<file path="config.mk">
export PLATFORM = sky130hd
export DESIGN_NAME = pip_query_arbiter
export DESIGN_NICKNAME = d
export VERILOG_FILES = /design/src/rtl/pip_pkg.sv /design/src/rtl/rr_arbiter.sv /design/src/rtl/pip_query_arbiter.sv
export SDC_FILE = /design/constraint.sdc
export NUM_CORES = 1
export LEC_CHECK = 0
export ABC_AREA = 1
export BUFFER_PORTS_ARGS = -buffer_cell sky130_fd_sc_hd__buf_2
export CORE_AREA = 10 10 123 125
export DETAILED_ROUTE_END_ITERATION = 10
export DIE_AREA = 0 0 133 135
export GPL_TIMING_DRIVEN = 1
export PLACE_DENSITY_LB_ADDON = 0.05
export SLEW_MARGIN = 15
export SYNTH_ARGS = -nofsm -noshare
export SYNTH_HDL_FRONTEND = slang
export SYNTH_SLANG_ARGS = --single-unit
</file>
<file path="constraint.sdc">
create_clock -name clk -period 4.73 [get_ports clk]
set_input_delay 0.2365 -clock clk [delete_from_list [all_inputs] [get_ports clk]]
set_output_delay 0.2365 -clock clk [all_outputs]
set_load 0.05 [all_outputs]
</file>
<file path="src/rtl/pip_pkg.sv">
// -----------------------------------------------------------------------------
// pip_pkg
// Shared types and default sizes for the point-in-polygon query arbiter.
//   state_t          : arbiter FSM state encoding
//   PIP_*_DEF        : default WIDTH / POINTS / NREQ values
// No ports.
// -----------------------------------------------------------------------------
package pip_pkg;

   typedef enum logic [2:0] {
      IDLE,
      GRANT,
      LOAD,
      WAIT,
      DONE
   } state_t;

   localparam int PIP_WIDTH_DEF  = 16;
   localparam int PIP_POINTS_DEF = 5;
   localparam int PIP_NREQ_DEF   = 4;

endpackage

</file>
<file path="src/rtl/rr_arbiter.sv">
// -----------------------------------------------------------------------------
// rr_arbiter
// Combinational round-robin pick. The search starts at rr_ptr and wraps; the
// pointer register itself lives in the parent.
// Ports:
//   req       in  NREQ  request vector
//   rr_ptr    in  ID_W  highest-priority index for this pick
//   grant     out NREQ  one-hot winner (all zero when no request)
//   grant_idx out ID_W  encoded winner (zero when no request)
// -----------------------------------------------------------------------------
module rr_arbiter #(
   parameter int NREQ = 4,
   parameter int ID_W = $clog2(NREQ)
) (
   input  logic [NREQ-1:0] req,
   input  logic [ID_W-1:0] rr_ptr,
   output logic [NREQ-1:0] grant,
   output logic [ID_W-1:0] grant_idx
);

   always_comb begin
      logic            found;
      logic [ID_W-1:0] cand;
      grant     = '0;
      grant_idx = '0;
      found     = 1'b0;
      cand      = '0;
      for (int i = 0; i < NREQ; i++) begin
         cand = ID_W'((int'(rr_ptr) + i) % NREQ);
         if (!found && req[cand]) begin
            found       = 1'b1;
            grant[cand] = 1'b1;
            grant_idx   = cand;
         end
      end
   end

endmodule

</file>
<file path="src/rtl/pip_query_arbiter.sv">
// -----------------------------------------------------------------------------
// pip_query_arbiter
// Shares one point-in-polygon engine between NREQ query clients. Grants
// round-robin, streams the polygon vertices from the vertex store into the
// engine, waits for finished and returns the tagged result.
// Optional feature macro: PIP_TIMEOUT_EN (adds the TIMEOUT parameter and a
// WAIT-state watchdog that drives rsp_err; without it rsp_err is constant 0).
// Ports:
//   clk, rstN                      clock, synchronous active-low reset
//   req_valid/req_ready            per-client request / one-hot grant pulse
//   req_x, req_y                   packed query points, slice i = client i
//   vtx_addr / vtx_x, vtx_y        vertex store port, 1-cycle read latency
//   pip_enable, pip_x_check, pip_y_check, pip_x_in, pip_y_in   to engine
//   pip_finished, pip_result       from engine
//   rsp_valid, rsp_id, rsp_result, rsp_err   response pulse and payload
//   busy                           high in every state except IDLE
// -----------------------------------------------------------------------------
// state | meaning
// IDLE  | no job; pick a winner when any request is valid
// GRANT | pulse req_ready, latch query point, vertex address 0 issued
// LOAD  | POINTS cycles streaming vertices into the engine
// WAIT  | engine running; wait for finished (or watchdog expiry)
// DONE  | one-cycle response; engine enable low between jobs
// -----------------------------------------------------------------------------
module pip_query_arbiter
   import pip_pkg::*;
#(
   parameter int WIDTH  = PIP_WIDTH_DEF,
   parameter int POINTS = PIP_POINTS_DEF,
   parameter int NREQ   = PIP_NREQ_DEF,
   parameter int ID_W   = $clog2(NREQ),
   parameter int VA_W   = $clog2(POINTS)
`ifdef PIP_TIMEOUT_EN
   , parameter int TIMEOUT = 1024
`endif
) (
   input  logic                  clk,
   input  logic                  rstN,
   input  logic [NREQ-1:0]       req_valid,
   output logic [NREQ-1:0]       req_ready,
   input  logic [NREQ*WIDTH-1:0] req_x,
   input  logic [NREQ*WIDTH-1:0] req_y,
   output logic [VA_W-1:0]       vtx_addr,
   input  logic [WIDTH-1:0]      vtx_x,
   input  logic [WIDTH-1:0]      vtx_y,
   output logic                  pip_enable,
   output logic [WIDTH-1:0]      pip_x_check,
   output logic [WIDTH-1:0]      pip_y_check,
   output logic [WIDTH-1:0]      pip_x_in,
   output logic [WIDTH-1:0]      pip_y_in,
   input  logic                  pip_finished,
   input  logic [WIDTH-1:0]      pip_result,
   output logic                  rsp_valid,
   output logic [ID_W-1:0]       rsp_id,
   output logic [WIDTH-1:0]      rsp_result,
   output logic                  rsp_err,
   output logic                  busy
);

   localparam logic [VA_W-1:0] LAST_ADDR = VA_W'(POINTS - 1);

   state_t            state_q, state_d;
   logic [ID_W-1:0]   rr_ptr_q, win_id_q, arb_idx;
   logic [NREQ-1:0]   win_oh_q, arb_oh;
   logic [VA_W-1:0]   addr_q, load_cnt_q;
   logic [WIDTH-1:0]  x_chk_q, y_chk_q, x_in_q, y_in_q, result_q;
   logic              load_last, wd_expired;

   rr_arbiter #(.NREQ(NREQ), .ID_W(ID_W)) u_rr (
      .req       (req_valid),
      .rr_ptr    (rr_ptr_q),
      .grant     (arb_oh),
      .grant_idx (arb_idx)
   );

   // load_cnt is a down-counter of remaining LOAD cycles; zero marks the last.
   assign load_last = (load_cnt_q == '0);

`ifdef PIP_TIMEOUT_EN
   localparam int WD_W = $clog2(TIMEOUT + 1);
   logic [WD_W-1:0] wd_cnt_q;
   logic            err_q;
   // Reloaded every LOAD cycle, so it holds TIMEOUT-1 on WAIT entry and hits
   // zero in the TIMEOUT-th WAIT cycle.
   assign wd_expired = (wd_cnt_q == '0);
   assign rsp_err    = err_q;
`else
   assign wd_expired = 1'b0;
   assign rsp_err    = 1'b0;
`endif

   always_ff @(posedge clk) begin
      if (!rstN) state_q <= IDLE;
      else       state_q <= state_d;
   end

   always_comb begin
      state_d = state_q;
      case (state_q)
         IDLE:    if (|req_valid) state_d = GRANT;
         GRANT:   state_d = LOAD;
         LOAD:    if (load_last) state_d = WAIT;
         WAIT:    if (pip_finished || wd_expired) state_d = DONE;
         DONE:    state_d = IDLE;
         default: state_d = IDLE;
      endcase
   end

   always_ff @(posedge clk) begin
      if (!rstN) begin
         rr_ptr_q   <= '0;
         win_id_q   <= '0;
         win_oh_q   <= '0;
         addr_q     <= '0;
         load_cnt_q <= '0;
         x_chk_q    <= '0;
         y_chk_q    <= '0;
         x_in_q     <= '0;
         y_in_q     <= '0;
         result_q   <= '0;
`ifdef PIP_TIMEOUT_EN
         wd_cnt_q   <= '0;
         err_q      <= 1'b0;
`endif
      end else begin
         case (state_q)
            IDLE: begin
               if (|req_valid) begin
                  win_id_q <= arb_idx;
                  win_oh_q <= arb_oh;
               end
            end
            GRANT: begin
               x_chk_q    <= req_x[win_id_q*WIDTH +: WIDTH];
               y_chk_q    <= req_y[win_id_q*WIDTH +: WIDTH];
               rr_ptr_q   <= (win_id_q == ID_W'(NREQ - 1)) ? '0 : win_id_q + 1'b1;
               load_cnt_q <= LAST_ADDR;
               addr_q     <= VA_W'(1);
            end
            LOAD: begin
               x_in_q <= vtx_x;
               y_in_q <= vtx_y;
               if (addr_q != LAST_ADDR) addr_q <= addr_q + 1'b1;
               if (!load_last) load_cnt_q <= load_cnt_q - 1'b1;
`ifdef PIP_TIMEOUT_EN
               wd_cnt_q <= WD_W'(TIMEOUT - 1);
`endif
            end
            WAIT: begin
               if (pip_finished) begin
                  result_q <= pip_result;
`ifdef PIP_TIMEOUT_EN
                  err_q    <= 1'b0;
               end else if (wd_expired) begin
                  result_q <= '0;
                  err_q    <= 1'b1;
               end else begin
                  wd_cnt_q <= wd_cnt_q - 1'b1;
`endif
               end
            end
            DONE: addr_q <= '0;
            default: ;
         endcase
      end
   end

   assign busy        = (state_q != IDLE);
   assign req_ready   = (state_q == GRANT) ? win_oh_q : '0;
   assign vtx_addr    = addr_q;
   assign pip_enable  = (state_q == LOAD) || (state_q == WAIT);
   assign pip_x_check = x_chk_q;
   assign pip_y_check = y_chk_q;
   // During LOAD the store data goes straight through; afterwards the last
   // vertex is held from the capture register.
   assign pip_x_in    = (state_q == LOAD) ? vtx_x : x_in_q;
   assign pip_y_in    = (state_q == LOAD) ? vtx_y : y_in_q;
   assign rsp_valid   = (state_q == DONE);
   assign rsp_id      = win_id_q;
   assign rsp_result  = result_q;

endmodule
</file>
==> metrics.json <==
{
  "detailedRoute.firstPassIterationCount": {"value": 7},
  "dp.cells": {"value": 1183},
  "global_route_wire_length_before_repair": {"value": 28.41, "unit": "mm"},
  "min_path_type": {"value": "input pin to flop"},
  "worst_path_max_delay_cell": {"value": "sky130_fd_sc_hd__dfxtp_1"},
  "num-nets-final": {"value": 1215},
  "totalWireLength": {"value": 18.21, "unit": "mm"},
  "ir_worst_vdd": {"value": 0.2237, "unit": "mV"},
  "final.setup_skew": {"value": 0.007904, "unit": "ns"},
  "synth.yosys.warnings": {"value": 0},
  "synth_sequential_area_ratio": {"value": 0.3657},
  "postSynthRegisterBits": {"value": 97},
  "synth_fp_nets": {"value": 974},
  "total_leakage_power": {"value": 0.003837, "unit": "uW"},
  "post_cts_hold_buffer_count": {"value": 0},
  "slew_headroom": {"value": 0.2833},
  "synthesis.area_per_instance": {"value": 6.799, "unit": "sq um"},
  "rsz0062_at_grt": {"value": "false"},
  "insertion_delay": {"value": 0.34, "unit": "ns"},
  "critPathTopFamily": {"value": "simple AND/OR/NAND/NOR gates"},
  "die-height": {"value": 135, "unit": "um"},
  "max-cap-violations": {"value": 0},
  "gp_congestion": {"value": 0.8591},
  "global_route.overflow_total": {"value": 0},
  "grt_start_max_net_pins": {"value": 71},
  "final-max-slew-violation-count": {"value": 0},
  "start_util": {"value": 0.4225},
  "timing_worst_slew_pin_value": {"value": 1.075, "unit": "ns"},
  "met2_usage": {"value": 0.3215},
  "use_met3": {"value": 0.07196},
  "floorplan.die_area": {"value": 17960, "unit": "sq um"},
  "fp-row-count": {"value": 41},
  "cts.path.max_buffers": {"value": 2},
  "cts_tree": {"value": "done"},
  "share_of_cells_above_drive_strength_1": {"value": 0.3165},
  "synthesis.area": {"value": 5310, "unit": "sq um"},
  "place.detailed.hpwl": {"value": 13.74, "unit": "mm"},
  "die_width": {"value": 133, "unit": "um"},
  "grt_most_used_layer": {"value": "met2"},
  "route.antenna.remaining_nets": {"value": 0},
  "data_arrival_time_of_the_critical_path": {"value": 2.21, "unit": "ns"},
  "drt_initial_violations": {"value": 332},
  "vias": {"value": 5682},
  "totalNegativeSetupSlack": {"value": 0, "unit": "ns"},
  "synthToLayoutAreaGrowth": {"value": 31.64, "unit": "%"},
  "clk_pin_slew_worst_paths": {"value": 0.07, "unit": "ns"},
  "endpoint_kind": {"value": "output port"},
  "number_of_buffers_created_by_cts": {"value": 9},
  "cp_cell_sequence": {"value": "nor2_4 -> nand2_4 -> inv_4 -> or2_2 -> o21ai_0 -> inv_1 -> buf_2"},
  "power.density": {"value": 423.4, "unit": "nW/um^2"},
  "synth_cell_types": {"value": 39},
  "gr-usage-met1": {"value": 0.2231},
  "setup_violations": {"value": 0},
  "numPortBuffers": {"value": 274},
  "wl_per_cell": {"value": 15.18, "unit": "um"},
  "layout_min_cycle_time": {"value": 2.449, "unit": "ns"},
  "post_synth_inst_count": {"value": 781},
  "critPathRequiredTime": {"value": 4.49, "unit": "ns"},
  "critPathLaunchType": {"value": "flop"},
  "worstPathBufferInverterCount": {"value": 3},
  "fmaxAchievable": {"value": 408.3, "unit": "MHz"},
  "depth_of_the_cts_h_tree": {"value": 3},
  "filler_free_cell_count_of_the_finished_design": {"value": 1199},
  "pin_count": {"value": 276},
  "coreArea": {"value": 12570, "unit": "sq um"},
  "number_of_hold_violations_in_the_final_report": {"value": 0},
  "first_global_vias": {"value": 5352},
  "worst-setup-path-type": {"value": "flop to output port"},
  "drcViolationCount": {"value": 0},
  "globalRouteTotalUtil": {"value": 0.1910},
  "final.period_utilization": {"value": 0.5178},
  "power": {"value": 2960, "unit": "uW"},
  "critPathMaxStageDelay": {"value": 0.44, "unit": "ns"},
  "postCtsResizedCells": {"value": 0},
  "clockRootBuffer": {"value": "sky130_fd_sc_hd__clkbuf_16"},
  "antenna_cells": {"value": 0},
  "post-cts-setup-buffers": {"value": 0},
  "detail_route.vias_per_cell": {"value": 4.739},
  "outcome": {"value": "finished clean"},
  "timing.critical_path.fanout_max": {"value": 36},
  "antenna_found_initial": {"value": 1},
  "clock_sink_count": {"value": 97}
}
-- state kept, by name, summed over array words and instances (netlist names) --
name and count:
load_cnt_q 3, pip_x_check 16, pip_y_check 16, rr_ptr_q 2, rsp_id 2, rsp_result 16
state_q 3, vtx_addr 3, win_oh_q 4, x_in_q 16, y_in_q 16
-- synthesized netlist by cell type, drive strengths merged --
library cell,count,area [sq um]
or2,32,200.2
clkbuf,22,83.83
nand2,44,185.2
ha,10,125.1
nor4,1,6.260
nor2,156,600.6
nand4,7,58.81
o32ai,32,280.3
conb,1,3.750
clkinv,1,3.750
dfxtp,97,1942
o2111ai,1,8.760
a211oi,1,7.510
o31ai,1,7.510
nor3,1,5.000
o21ai,123,645.6
o22ai,1,6.260
a31oi,2,12.51
inv,141,539.3
a21oi,60,311.5
nand3,20,110.1
buf,27,166.4
-- final timing paths --
path,from,end,slack (ns),cells after the start
max,state_q[0]$_SDFFE_PN0P_,pip_y_in[0],2.28,7
min,vtx_x[14],x_in_q[14]$_SDFF_PN0_,0.14,3
max reg2reg,rr_ptr_q[1]$_SDFFE_PN0N_,rsp_id[0]$_SDFFE_PN0P_,2.68,10
min reg2reg,rsp_result[8]$_SDFFE_PN0P_,rsp_result[8]$_SDFFE_PN0P_,0.44,2
-- final cells by class --
type,instances,area (sq um)
Clock buffer,10,229.0
Timing Repair Buffer,279,1409
Sequential cell,97,1944
Inverter,142,543.0
Multi-Input combinational cell,493,2575
Tap cell,172,215.2
Clock inverter,6,75.07
Fill cell,1304,5578
-- cells in the final DEF, fill, tap and decap left out, drive strengths merged, types with 7 or more instances in the layout --
cell,count
buf,279
nor2,156
inv,145
o21ai,123
dfxtp,97
a21oi,60
nand2,44
o32ai,32
or2,32
nand3,20
ha,10
clkbuf,10
nand4,7
-- metrics by stage --
| stage | hold slack (ns) | cell area [sq um] | worst slack [ns] | utilization |
|---|---|---|---|---|
| floorplan | 0.3812 | 5310 | 2.973 | - |
| global placement | 0.4308 | 6686 | 2.655 | 0.5320 |
| detailed placement | 0.4335 | 6686 | 2.627 | 0.5320 |
| CTS | 0.1232 | 6990 | 2.241 | 0.5562 |
| global route | 0.1352 | 6990 | 2.079 | 0.5562 |
| finish | 0.1362 | 6990 | 2.281 | 0.5562 |
-- worst register-to-register path: stages (launching register included) --
cell,delay [ns]
sky130_fd_sc_hd__dfxtp_1,0.52
sky130_fd_sc_hd__inv_1,0.23
sky130_fd_sc_hd__ha_1,0.40
sky130_fd_sc_hd__inv_1,0.07
sky130_fd_sc_hd__nand3_1,0.11
sky130_fd_sc_hd__nand2_2,0.16
sky130_fd_sc_hd__nor2_4,0.21
sky130_fd_sc_hd__nor2_1,0.06
sky130_fd_sc_hd__nand2_1,0.08
sky130_fd_sc_hd__nand2_1,0.05
sky130_fd_sc_hd__a21oi_1,0.11
-- report_power, final --
part	switching, uW	internal (uW)	total (uW)
combinational	893	357	1250
clock	331	419	749
sequential	47.8	912	960
total	1270	1690	2960
-- metal layers --
layer  vias to the layer above  share of wire
li1                       2992              -
met1                      2480           0.42
met2                       194           0.48
met3                        16          0.090
met4                         0         0.0092
met5                         -              0
-- logic make-up after synthesis --
logic type / share of synthesized area
other: 0.0007062
adder cells (fa/ha/maj): 0.02356
buffers and inverters: 0.1494
AO/OA/AOI/OAI: 0.2410
flip-flops: 0.3657
AND/OR/NAND/NOR: 0.2196
Power figures use the tool's default switching activity.
